===== src/rtl/i2c_pkg.sv =====
// i2c_pkg: shared bus-state type, bit-index limit and default filter parameters for the I2C front end.
package i2c_pkg;
  typedef enum logic {I2C_IDLE, I2C_ACTIVE} i2c_bus_state_e;
  localparam logic [3:0] I2C_BIT_INDEX_MAX = 4'd8;
  localparam int I2C_SYNC_STAGES_DEF = 2;
  localparam int I2C_FILTER_LEN_DEF = 3;
endpackage


===== src/rtl/i2c_glitch_filter.sv =====
// i2c_glitch_filter: synchronises a raw pad input and only accepts a new level after FILTER_LEN equal samples.
module i2c_glitch_filter
  import i2c_pkg::*;
#(
  parameter int SYNC_STAGES = I2C_SYNC_STAGES_DEF,
  parameter int FILTER_LEN  = I2C_FILTER_LEN_DEF
) (
  input  logic clk,
  input  logic reset,
  input  logic raw_in,
  output logic filt_out
);
  logic [SYNC_STAGES-1:0] r_sync;
  logic [3:0] r_cnt;
  logic r_filt;
  logic w_smp, w_diff, w_flip;
  assign w_smp  = r_sync[SYNC_STAGES-1];
  assign w_diff = w_smp != r_filt;
  assign w_flip = w_diff && r_cnt == 4'(FILTER_LEN - 1);
  assign filt_out = r_filt;
  // a matching sample clears the run, so glitches shorter than FILTER_LEN vanish
  always_ff @(posedge clk) begin
    if (reset) begin
      r_sync <= '1;
      r_cnt  <= '0;
      r_filt <= 1'b1;
    end else begin
      r_sync <= {r_sync[SYNC_STAGES-2:0], raw_in};
      r_cnt  <= (w_diff && !w_flip) ? r_cnt + 4'd1 : 4'd0;
      if (w_flip) r_filt <= w_smp;
    end
  end
endmodule


===== src/rtl/i2c_cond_detector.sv =====
// i2c_cond_detector: filtered I2C START/RSTART/STOP detection, bit strobes, bus-busy and sticky flags.
// Optional SCL-low bus timeout is built when I2C_TIMEOUT_EN is defined.
module i2c_cond_detector
  import i2c_pkg::*;
#(
  parameter int SYNC_STAGES    = I2C_SYNC_STAGES_DEF,
  parameter int FILTER_LEN     = I2C_FILTER_LEN_DEF,
  parameter int TIMEOUT_CYCLES = 50000
) (
  input  logic       clk,
  input  logic       reset,
  input  logic       scl_in,
  input  logic       sda_in,
  input  logic       clear_flags,
  output logic       start_pulse,
  output logic       rstart_pulse,
  output logic       stop_pulse,
  output logic       bit_valid,
  output logic       bit_value,
  output logic [3:0] bit_index,
  output logic       bus_busy,
  output logic       seen_start,
  output logic       seen_rstart,
  output logic       seen_stop,
  output logic       timeout_pulse
);
  if (SYNC_STAGES < 2 || FILTER_LEN < 1 || FILTER_LEN > 15 || TIMEOUT_CYCLES < 1) begin : g_param_err
    $error("i2c_cond_detector: parameter out of range");
  end
  logic w_scl_f, w_sda_f, r_scl_p, r_sda_p, w_scl_hi;
  logic w_start, w_rstart, w_stop, w_bit, w_to;
  i2c_bus_state_e r_state, w_state_nxt;
  logic [3:0] r_bit_cnt, w_bit_cnt_nxt;
  i2c_glitch_filter #(.SYNC_STAGES(SYNC_STAGES), .FILTER_LEN(FILTER_LEN)) u_scl_filt (
    .clk(clk), .reset(reset), .raw_in(scl_in), .filt_out(w_scl_f)
  );
  i2c_glitch_filter #(.SYNC_STAGES(SYNC_STAGES), .FILTER_LEN(FILTER_LEN)) u_sda_filt (
    .clk(clk), .reset(reset), .raw_in(sda_in), .filt_out(w_sda_f)
  );
  // conditions need SCL high now and last cycle, so an SCL edge makes it a data-phase change
  assign w_scl_hi = w_scl_f && r_scl_p;
  assign bus_busy = r_state == I2C_ACTIVE;
`ifdef I2C_TIMEOUT_EN
  logic [31:0] r_to_cnt;
  always_ff @(posedge clk) begin
    if (reset || r_state == I2C_IDLE || w_scl_f) r_to_cnt <= '0;
    else r_to_cnt <= r_to_cnt + 32'd1;
  end
  assign w_to = r_state == I2C_ACTIVE && !w_scl_f && r_to_cnt == 32'(TIMEOUT_CYCLES - 1);
`else
  assign w_to = 1'b0;
`endif
  always_comb begin
    w_state_nxt   = r_state;
    w_bit_cnt_nxt = r_bit_cnt;
    w_start       = 1'b0;
    w_rstart      = 1'b0;
    w_stop        = 1'b0;
    w_bit         = 1'b0;
    if (w_scl_hi && !w_sda_f && r_sda_p) begin
      w_start       = r_state == I2C_IDLE;
      w_rstart      = r_state == I2C_ACTIVE;
      w_state_nxt   = I2C_ACTIVE;
      w_bit_cnt_nxt = 4'd0;
    end else if (w_scl_hi && w_sda_f && !r_sda_p) begin
      w_stop      = 1'b1;
      w_state_nxt = I2C_IDLE;
    end else if (w_scl_f && !r_scl_p && r_state == I2C_ACTIVE) begin
      w_bit         = 1'b1;
      w_bit_cnt_nxt = (r_bit_cnt == I2C_BIT_INDEX_MAX) ? 4'd0 : r_bit_cnt + 4'd1;
    end else if (w_to) begin
      w_state_nxt   = I2C_IDLE;
      w_bit_cnt_nxt = 4'd0;
    end
  end
  always_ff @(posedge clk) begin
    if (reset) begin
      r_scl_p       <= 1'b1;
      r_sda_p       <= 1'b1;
      r_state       <= I2C_IDLE;
      r_bit_cnt     <= 4'd0;
      start_pulse   <= 1'b0;
      rstart_pulse  <= 1'b0;
      stop_pulse    <= 1'b0;
      bit_valid     <= 1'b0;
      bit_value     <= 1'b0;
      bit_index     <= 4'd0;
      timeout_pulse <= 1'b0;
      seen_start    <= 1'b0;
      seen_rstart   <= 1'b0;
      seen_stop     <= 1'b0;
    end else begin
      r_scl_p       <= w_scl_f;
      r_sda_p       <= w_sda_f;
      r_state       <= w_state_nxt;
      r_bit_cnt     <= w_bit_cnt_nxt;
      start_pulse   <= w_start;
      rstart_pulse  <= w_rstart;
      stop_pulse    <= w_stop;
      bit_valid     <= w_bit;
      timeout_pulse <= w_to;
      if (w_bit) begin
        bit_value <= w_sda_f;
        bit_index <= r_bit_cnt;
      end else if (w_start || w_rstart || w_to) begin
        bit_index <= 4'd0;
      end
      seen_start  <= start_pulse  || (seen_start  && !clear_flags);
      seen_rstart <= rstart_pulse || (seen_rstart && !clear_flags);
      seen_stop   <= stop_pulse   || (seen_stop   && !clear_flags);
    end
  end
endmodule

===== config.mk =====
export PLATFORM = sky130hd
export DESIGN_NAME = i2c_cond_detector
export DESIGN_NICKNAME = d
export VERILOG_FILES = /design/src/rtl/i2c_pkg.sv /design/src/rtl/i2c_glitch_filter.sv /design/src/rtl/i2c_cond_detector.sv
export SDC_FILE = /design/constraint.sdc
export NUM_CORES = 1
export LEC_CHECK = 0
export ABC_CLOCK_PERIOD_IN_PS = 1430
export BUFFER_PORTS_ARGS = -buffer_cell sky130_fd_sc_hd__buf_2
export CAP_MARGIN = 40
export CORE_MARGIN = 2
export CORE_UTILIZATION = 54
export CTS_BUF_LIST = sky130_fd_sc_hd__clkbuf_16
export CTS_CLUSTER_SIZE = 20
export DETAILED_ROUTE_END_ITERATION = 8
export PLACE_DENSITY = 0.76
export SYNTH_ARGS = -nofsm -noshare
export SYNTH_HDL_FRONTEND = slang
export SYNTH_HIERARCHICAL = 1
export SYNTH_SLANG_ARGS = --single-unit

===== constraint.sdc =====
create_clock -name clk -period 1.43 [get_ports clk]
set_input_delay 0.143 -clock clk [delete_from_list [all_inputs] [get_ports clk]]
set_output_delay 0.143 -clock clk [all_outputs]
set_load 0.01 [all_outputs]

==> results by group, run 1 <==
Synth
  • List of most frequent post-synthesis cells: dfxtp_1, a21oi_1, nand2_1, nor2_1, inv_1
  • Syn Std Cell Area: 1270 µm²
  • Syn Inst Count: 130
  • Mean area per synthesized cell: 9.78 µm²
  • Flops & latches, synth: 33
  • Net count after synthesis: 141
  • Area contributors post-synth: dfxtp_1, a21oi_1, ha_1
  • Share of the yosys chip area belonging to registers: 52.0%
  • Area share of the leading cell type in the synthesized netlist: 52.0%
  • Count of flip-flops with a built-in enable after synthesis: 0
  • Ys async rst share: 0%
  • Predominant post-synthesis flop cell: dfxtp_1
  • Most frequent cell after synthesis: dfxtp_1
  • Number of distinct library cells after synthesis: 30
  • Warning count from the yosys run: 6
  • Cell type with the highest aggregate area in the netlist: dfxtp_1

Worst setup path
  • Critical register-to-register path startpoint: u_scl_filt/filt_out
  • Slowest CP cell: dfxtp_1
  • Endpoint kind of the worst setup timing path: register
  • Arrival time at the worst endpoint: 1520 ps
  • Req. time, crit path: 1620 ps
  • Worst Reg-to-Reg Cells: 4
  • Reg-to-reg slack, setup: about 110 ps
  • Cell-by-cell listing of the critical path: and3b_1 -> buf_4 -> nand3_1 -> a21oi_1
  • Buf/Inv on CP: 1
  • End of the worst register-to-register path: r_bit_cnt[2]
  • Highest cell delay on the worst timing path: 490 ps
  • Crit-path leading delay family: flip-flops
  • Launching element type of the critical path: register
  • Setup CP Type: register to register
  • Largest fanout on the critical path: 8

Final layout
  • Layout cell share with drive strength beyond 1: 28.6%
  • Number of filler cells placed in the layout: 170
  • Final antenna diode count: 0
  • Finished layout cell area: around 1500 µm²
  • Synth-to-Final Area Change: 20.7%
  • Number of nets in the finished design: between 150 and 200
  • Area taken by flip-flops and latches: 663 µm²
  • Area of the multi-input gates: ~560 µm²

GRT
  • Initial antenna violation count: 0
  • GRT Residual Overflow: 0
  • Global-route usage over all layers: 20.6%
  • First-pass GRT wire length: 3.99 mm
  • Pin count of the biggest net entering global routing: 21
  • Vias in the first global route: roughly 950

Power and ir drop
  • Peak supply drop: 0.00102 V
  • P_leak: 0.645 nW
  • Total design power: 0.00196 W
  • Power Dens Cells: 1280 nW/µm²

Floorplan
  • Starting utilization of the core area: 57.5%
  • Core region area: 2210 µm²
  • Number of core rows: 17
  • Die Span X: 52.5 µm
  • Vert. Die Dim: 52.5 µm
  • Number of top-level design ports: 19
  • DIE AREA: 2760 µm²

CTS
  • Clock input transition at the sequential cells of the worst setup and hold paths: approximately 50 ps
  • Deepest clock path buffer count: 2
  • Clock tree from TritonCTS: built
  • Hold-fix buffers, CTS: 0
  • TritonCTS sink count: 33
  • Root Buffer Master: clkbuf_16
  • Cts bufs inserted: 5
  • H-tree level count: 2
  • Post-CTS setup repair buffer count: 0
  • Clock latency at the later pin of the worst-skew pair: 270 ps

Timing
  • Final setup fails: 0
  • Tightest hold margin: 55.1 ps
  • Unrepaired setup endpoints after global routing: no
  • Post-route clock period utilization: 92.6%
  • Final slew viol count: 0
  • Final Hold Violating Endpoints: 0
  • Max Clock Freq: approximately 760 MHz
  • Time the final worst path needs with I/O delays and setup: 1320 ps
  • Final Skew: 2.93 ps
  • Setup TNS: 0 ps

Placed design
  • Final weighted congestion of routability-driven global placement: 0.735
  • Number of input and output port buffers inserted: 17
  • Placed instance area: 1390 µm²
  • HPWL after DPL: about 1.6 mm

Detailed routing
  • Via density: 5.23
  • Starting DRC count in detailed routing: 23
  • Wirelength per Cell: 12.8 µm
  • Iteration count of the initial detailed-routing pass: 4
  • Overall routed net length: roughly 2.3 mm
  • Antenna viol nets, final: 0
  • Total via count in the routed design: 952
  • Remaining design rule violation count: 0

Hold path
  • Number of cells on the worst hold path: 2
  • Class of the tightest hold or removal check: input pin to register
  • Endpoint, Worst Hold: u_scl_filt/r_sync[0]
  • Hold path start: scl_in

Run
  • MaxCap Viol Count: 0

Run status
  • Result of the run: complete, no violations
-- state kept, by name, indices dropped and copies added, names as in the netlist --
name / flops
seen_stop: 1
bus_busy: 1
u_scl_filt/filt_out: 1
r_sda_p: 1
r_scl_p: 1
u_scl_filt/r_cnt: 4
u_sda_filt/r_cnt: 4
seen_rstart: 1
rstart_pulse: 1
u_sda_filt/r_sync: 2
r_bit_cnt: 4
u_sda_filt/filt_out: 1
seen_start: 1
bit_value: 1
bit_valid: 1
start_pulse: 1
bit_index: 4
u_scl_filt/r_sync: 2
stop_pulse: 1
-- worst max path at each step --
stage	from	end	slack (ps)	cells past startpoint
6_report	u_scl_filt/filt_out	r_bit_cnt[2]	110	4
5_1_grt	u_scl_filt/r_cnt[0]	u_scl_filt/r_cnt[3]	30	5
4_1_cts	u_scl_filt/r_cnt[0]	u_scl_filt/r_cnt[3]	70	5
3_5_place_dp	u_sda_filt/r_cnt[0]	u_sda_filt/r_cnt[2]	80	5
3_3_place_gp	u_scl_filt/r_cnt[0]	u_scl_filt/r_cnt[3]	160	5
2_1_floorplan	u_sda_filt/r_cnt[0]	u_sda_filt/r_cnt[2]	200	5
-- through the flow --
stage	utilization (%)	instances	setup slack [ps]
6_report	69.3	182	106
3_3_place_gp	62.7	174	156
4_1_cts	69.1	182	68.1
3_5_place_dp	62.7	174	78.9
2_1_floorplan	-	130	196
5_1_grt	69.3	182	33.1
-- cells by family (layout without fill, tap and decap cells) --
group,after synthesis,after routing,share of synthesized area [%]
AO/OA/AOI/OAI,24,24,13.1
buffers and inverters,12,36,4.53
adder cells (fa/ha/maj),6,6,5.91
flip-flops,33,33,52.0
AND/OR/NAND/NOR,48,48,20.1
other,1,1,0.295
XOR/XNOR,6,6,4.13
-- power by group --
part           switching (W)  leakage [nW]  total (W)  internal [W]
sequential        0.00000557         0.268   0.000935      0.000929
clock               0.000357        0.0696   0.000993      0.000636
combinational      0.0000214         0.307  0.0000367     0.0000153
-- routing by layer --
metal | vias to the layer above | GRT usage (%) | share of wire, %
li1 | 478 | - | -
met1 | 442 | 22.1 | 41
met2 | 26 | 33.8 | 52
met3 | 6 | 7.71 | 3.8
met4 | 0 | 12.8 | 2.3
met5 | - | 0 | 0
-- placed cells by master, fill, tap and decap left out, types with 2 or more instances in the layout --
master / n
clkinv_2: 2
dfxtp_1: 31
a21oi_1: 15
buf_4: 3
nor2_1: 12
inv_1: 8
ha_1: 6
dfxtp_2: 2
clkbuf_16: 5
xnor2_1: 4
nand2_1: 14
xor2_1: 2
buf_2: 17
or3_4: 2
o21ai_0: 3
or2_2: 7
nor3b_1: 3
nand3_1: 4
-- area by class of cell --
type	instances	area share, %
repair buffers	20	7.01
clock buffers	5	8.16
multi-input cells	85	36.2
inverters	8	1.96
clock inverters	3	1.14
flip-flops and latches	33	43.2
well taps	28	2.28
-- timing repair --
item | CTS | global route
endpoints found under the hold margin | 0 | 0
setup endpoints to repair | 0 | 7
gates resized for setup | 0 | 3
Note: power is estimated with default switching activity, not from simulation.
==> inputs of run 2 (changes only) <==
GPL_TIMING_DRIVEN = 0   (was unset)
==> results by group, run 2 (synthesis gave the netlist of run 1 again) <==
Floorplan
  • Vert. Die Dim: 52.5 µm (unchanged)
  • Core region area: 2210 µm² (unchanged)
  • Starting utilization of the core area: 57.5% (unchanged)
  • DIE AREA: 2760 µm² (unchanged)
  • Number of core rows: 17 (unchanged)
  • Die Span X: 52.5 µm (unchanged)
  • Number of top-level design ports: 19 (unchanged)

CTS
  • H-tree level count: 2 (unchanged)
  • TritonCTS sink count: 33 (unchanged)
  • Root Buffer Master: clkbuf_16 (unchanged)
  • Clock tree from TritonCTS: built (unchanged)
  • # resized after CTS: 0 (unchanged)
  • Clock latency at the later pin of the worst-skew pair: 270 ps (about the same)
  • Hold-fix buffers, CTS: 0 (unchanged)
  • Deepest clock path buffer count: 2 (unchanged)
  • Post-CTS setup repair buffer count: 0 (unchanged)
  • Clock input transition at the sequential cells of the worst setup and hold paths: 50 ps (about the same)
  • Cts bufs inserted: 5 (unchanged)

Detailed routing
  • Via density: 4.99 (was 5.23)
  • Total via count in the routed design: 909 (was 952)
  • Highest metal layer with signal wires: met4 (unchanged)
  • Iteration count of the initial detailed-routing pass: 6 (was 4)
  • Antenna viol nets, final: 0 (unchanged)
  • Wirelength per Cell: 11.4 µm (was 12.8 µm)
  • Overall routed net length: 2.07 mm (was 2.33 mm)
  • Met2 WL post-DR: 987 µm (was 1.22 mm)
  • DR WL met3: 103 µm (was 89 µm)
  • Remaining design rule violation count: 0 (unchanged)
  • Starting DRC count in detailed routing: 12 (was 23)
  • Met1 Wirelength: 948 µm (was 965 µm)

Timing
  • Final Skew: 3.34 ps (was 2.93 ps)
  • Max Clock Freq: 747 MHz (was 756 MHz)
  • Final slew viol count: 0 (unchanged)
  • Worst path setup slack after routing: 91.8 ps (was 106 ps)
  • Unrepaired setup endpoints after global routing: no (unchanged)
  • Post-route clock period utilization: 93.6% (was 92.6%)
  • Time the final worst path needs with I/O delays and setup: 1340 ps (was 1320 ps)
  • Setup TNS: 0 ps (unchanged)
  • Final Hold Violating Endpoints: 0 (unchanged)
  • Final setup fails: 0 (unchanged)

Final layout
  • Final antenna diode count: 0 (unchanged)
  • Number of filler cells placed in the layout: 180 (was 170)
  • Final core utilization: 68.9% (was 69.3%)
  • Commonest non-fill, non-tap cell in the layout: dfxtp_1 (unchanged)
  • Synth-to-Final Area Change: 19.9% (was 20.7%)
  • Post-layout instance count excluding filler cells: 182 (unchanged)
  • Layout cell share with drive strength beyond 1: 24.7% (was 28.6%)
  • Finished layout cell area: 1520 µm² (was 1530 µm²)
  • Number of nets in the finished design: 165 (was 164)
  • Most frequent cells in the layout: dfxtp_1, buf_2, a21oi_1 (unchanged)

Power and ir drop
  • P_leak: 0.644 nW (was 0.645 nW)
  • Peak supply drop: 0.00106 V (was 0.00102 V)
  • Power Dens Cells: 1260 nW/µm² (was 1280 nW/µm²)

GRT
  • First-pass GRT wire length: 3.48 mm (was 3.99 mm)
  • Initial antenna violation count: 0 (unchanged)
  • GRT Residual Overflow: 0 (unchanged)
  • Vias in the first global route: 804 (was 951)
  • Pin count of the biggest net entering global routing: 12 (was 21)
  • Global-route usage over all layers: 18.0% (was 20.6%)

Worst setup path
  • Launching element type of the critical path: register (unchanged)
  • Req. time, crit path: 1640 ps (was 1620 ps)
  • Reg-to-reg slack, setup: 90 ps (was 110 ps)
  • Endpoint kind of the worst setup timing path: register (unchanged)
  • Arrival time at the worst endpoint: 1550 ps (was 1520 ps)
  • Worst Reg-to-Reg Cells: 5 (was 4)
  • Setup CP Type: register to register (unchanged)
  • Largest fanout on the critical path: 4 (was 8)

Hold path
  • Class of the tightest hold or removal check: input pin to register (unchanged)
  • Number of cells on the worst hold path: 2 (unchanged)

Placed design
  • Post-Place Cells: 175 (was 174)
  • Placed instance area: 1390 µm² (about the same)
  • Worst setup slack before clock tree synthesis: 102 ps (was 78.9 ps)
  • Number of input and output port buffers inserted: 17 (unchanged)
  • Final weighted congestion of routability-driven global placement: 0.662 (was 0.735)
  • HPWL after DPL: 1.43 mm (was 1.61 mm)

Run
  • MaxCap Viol Count: 0 (unchanged)

Run status
  • Result of the run: complete, no violations (unchanged)
[run 2: worst paths after layout]
check / to / startpoint
hold / removal: u_scl_filt/r_sync[0] / scl_in
hold reg to reg: u_scl_filt/r_sync[1] / u_scl_filt/r_sync[0]
setup / recovery: u_scl_filt/r_cnt[3] / u_scl_filt/r_cnt[0]
setup reg to reg: u_scl_filt/r_cnt[3] / u_scl_filt/r_cnt[0]
[run 2: power breakdown]
| part | internal [W] | total (W) | leakage (nW) | switching [W] |
|---|---|---|---|---|
| clock | 0.000619 | 0.000950 | 0.0685 | 0.000331 |
| sequential | 0.000930 | 0.000935 | 0.267 | 0.00000511 |
| combinational | 0.0000181 | 0.0000395 | 0.309 | 0.0000214 |
[run 2: final cells by class]
type / instances / area, µm² / area share [%]
Sequential cell: 33 / 661 / 43.3
Buffer: 4 / 27.5 / 1.81
Clock inverter: 2 / 7.51 / 0.493
Clock buffer: 5 / 125 / 8.21
Tap cell: 28 / 35.0 / 2.30
Timing Repair Buffer: 17 / 85.1 / 5.58
Multi-Input combinational cell: 85 / 553 / 36.3
Inverter: 8 / 30.0 / 1.97
[run 2: through the flow]
step / power (W) / hold WS, ps
floorplan: 0.000978 / 222
global placement: 0.000990 / 327
detailed placement: 0.000992 / 327
CTS: 0.00195 / 48.6
global route: 0.00200 / 48.7
finish: 0.00192 / 52.0
[run 2: layer usage]
metal / global-route usage [%] / up-vias
met5: 0 / -
met2: 27.5 / 19
met1: 20.5 / 412
met3: 8.57 / 2
met4: 10.3 / 0
li1: - / 476
[run 2: critical path, cell delays in order (launching register included)]
cell and delay (ps):
dfxtp_1 360, inv_1 60, ha_1 190, nor3b_1 160, or3_4 400, nor2_1 110
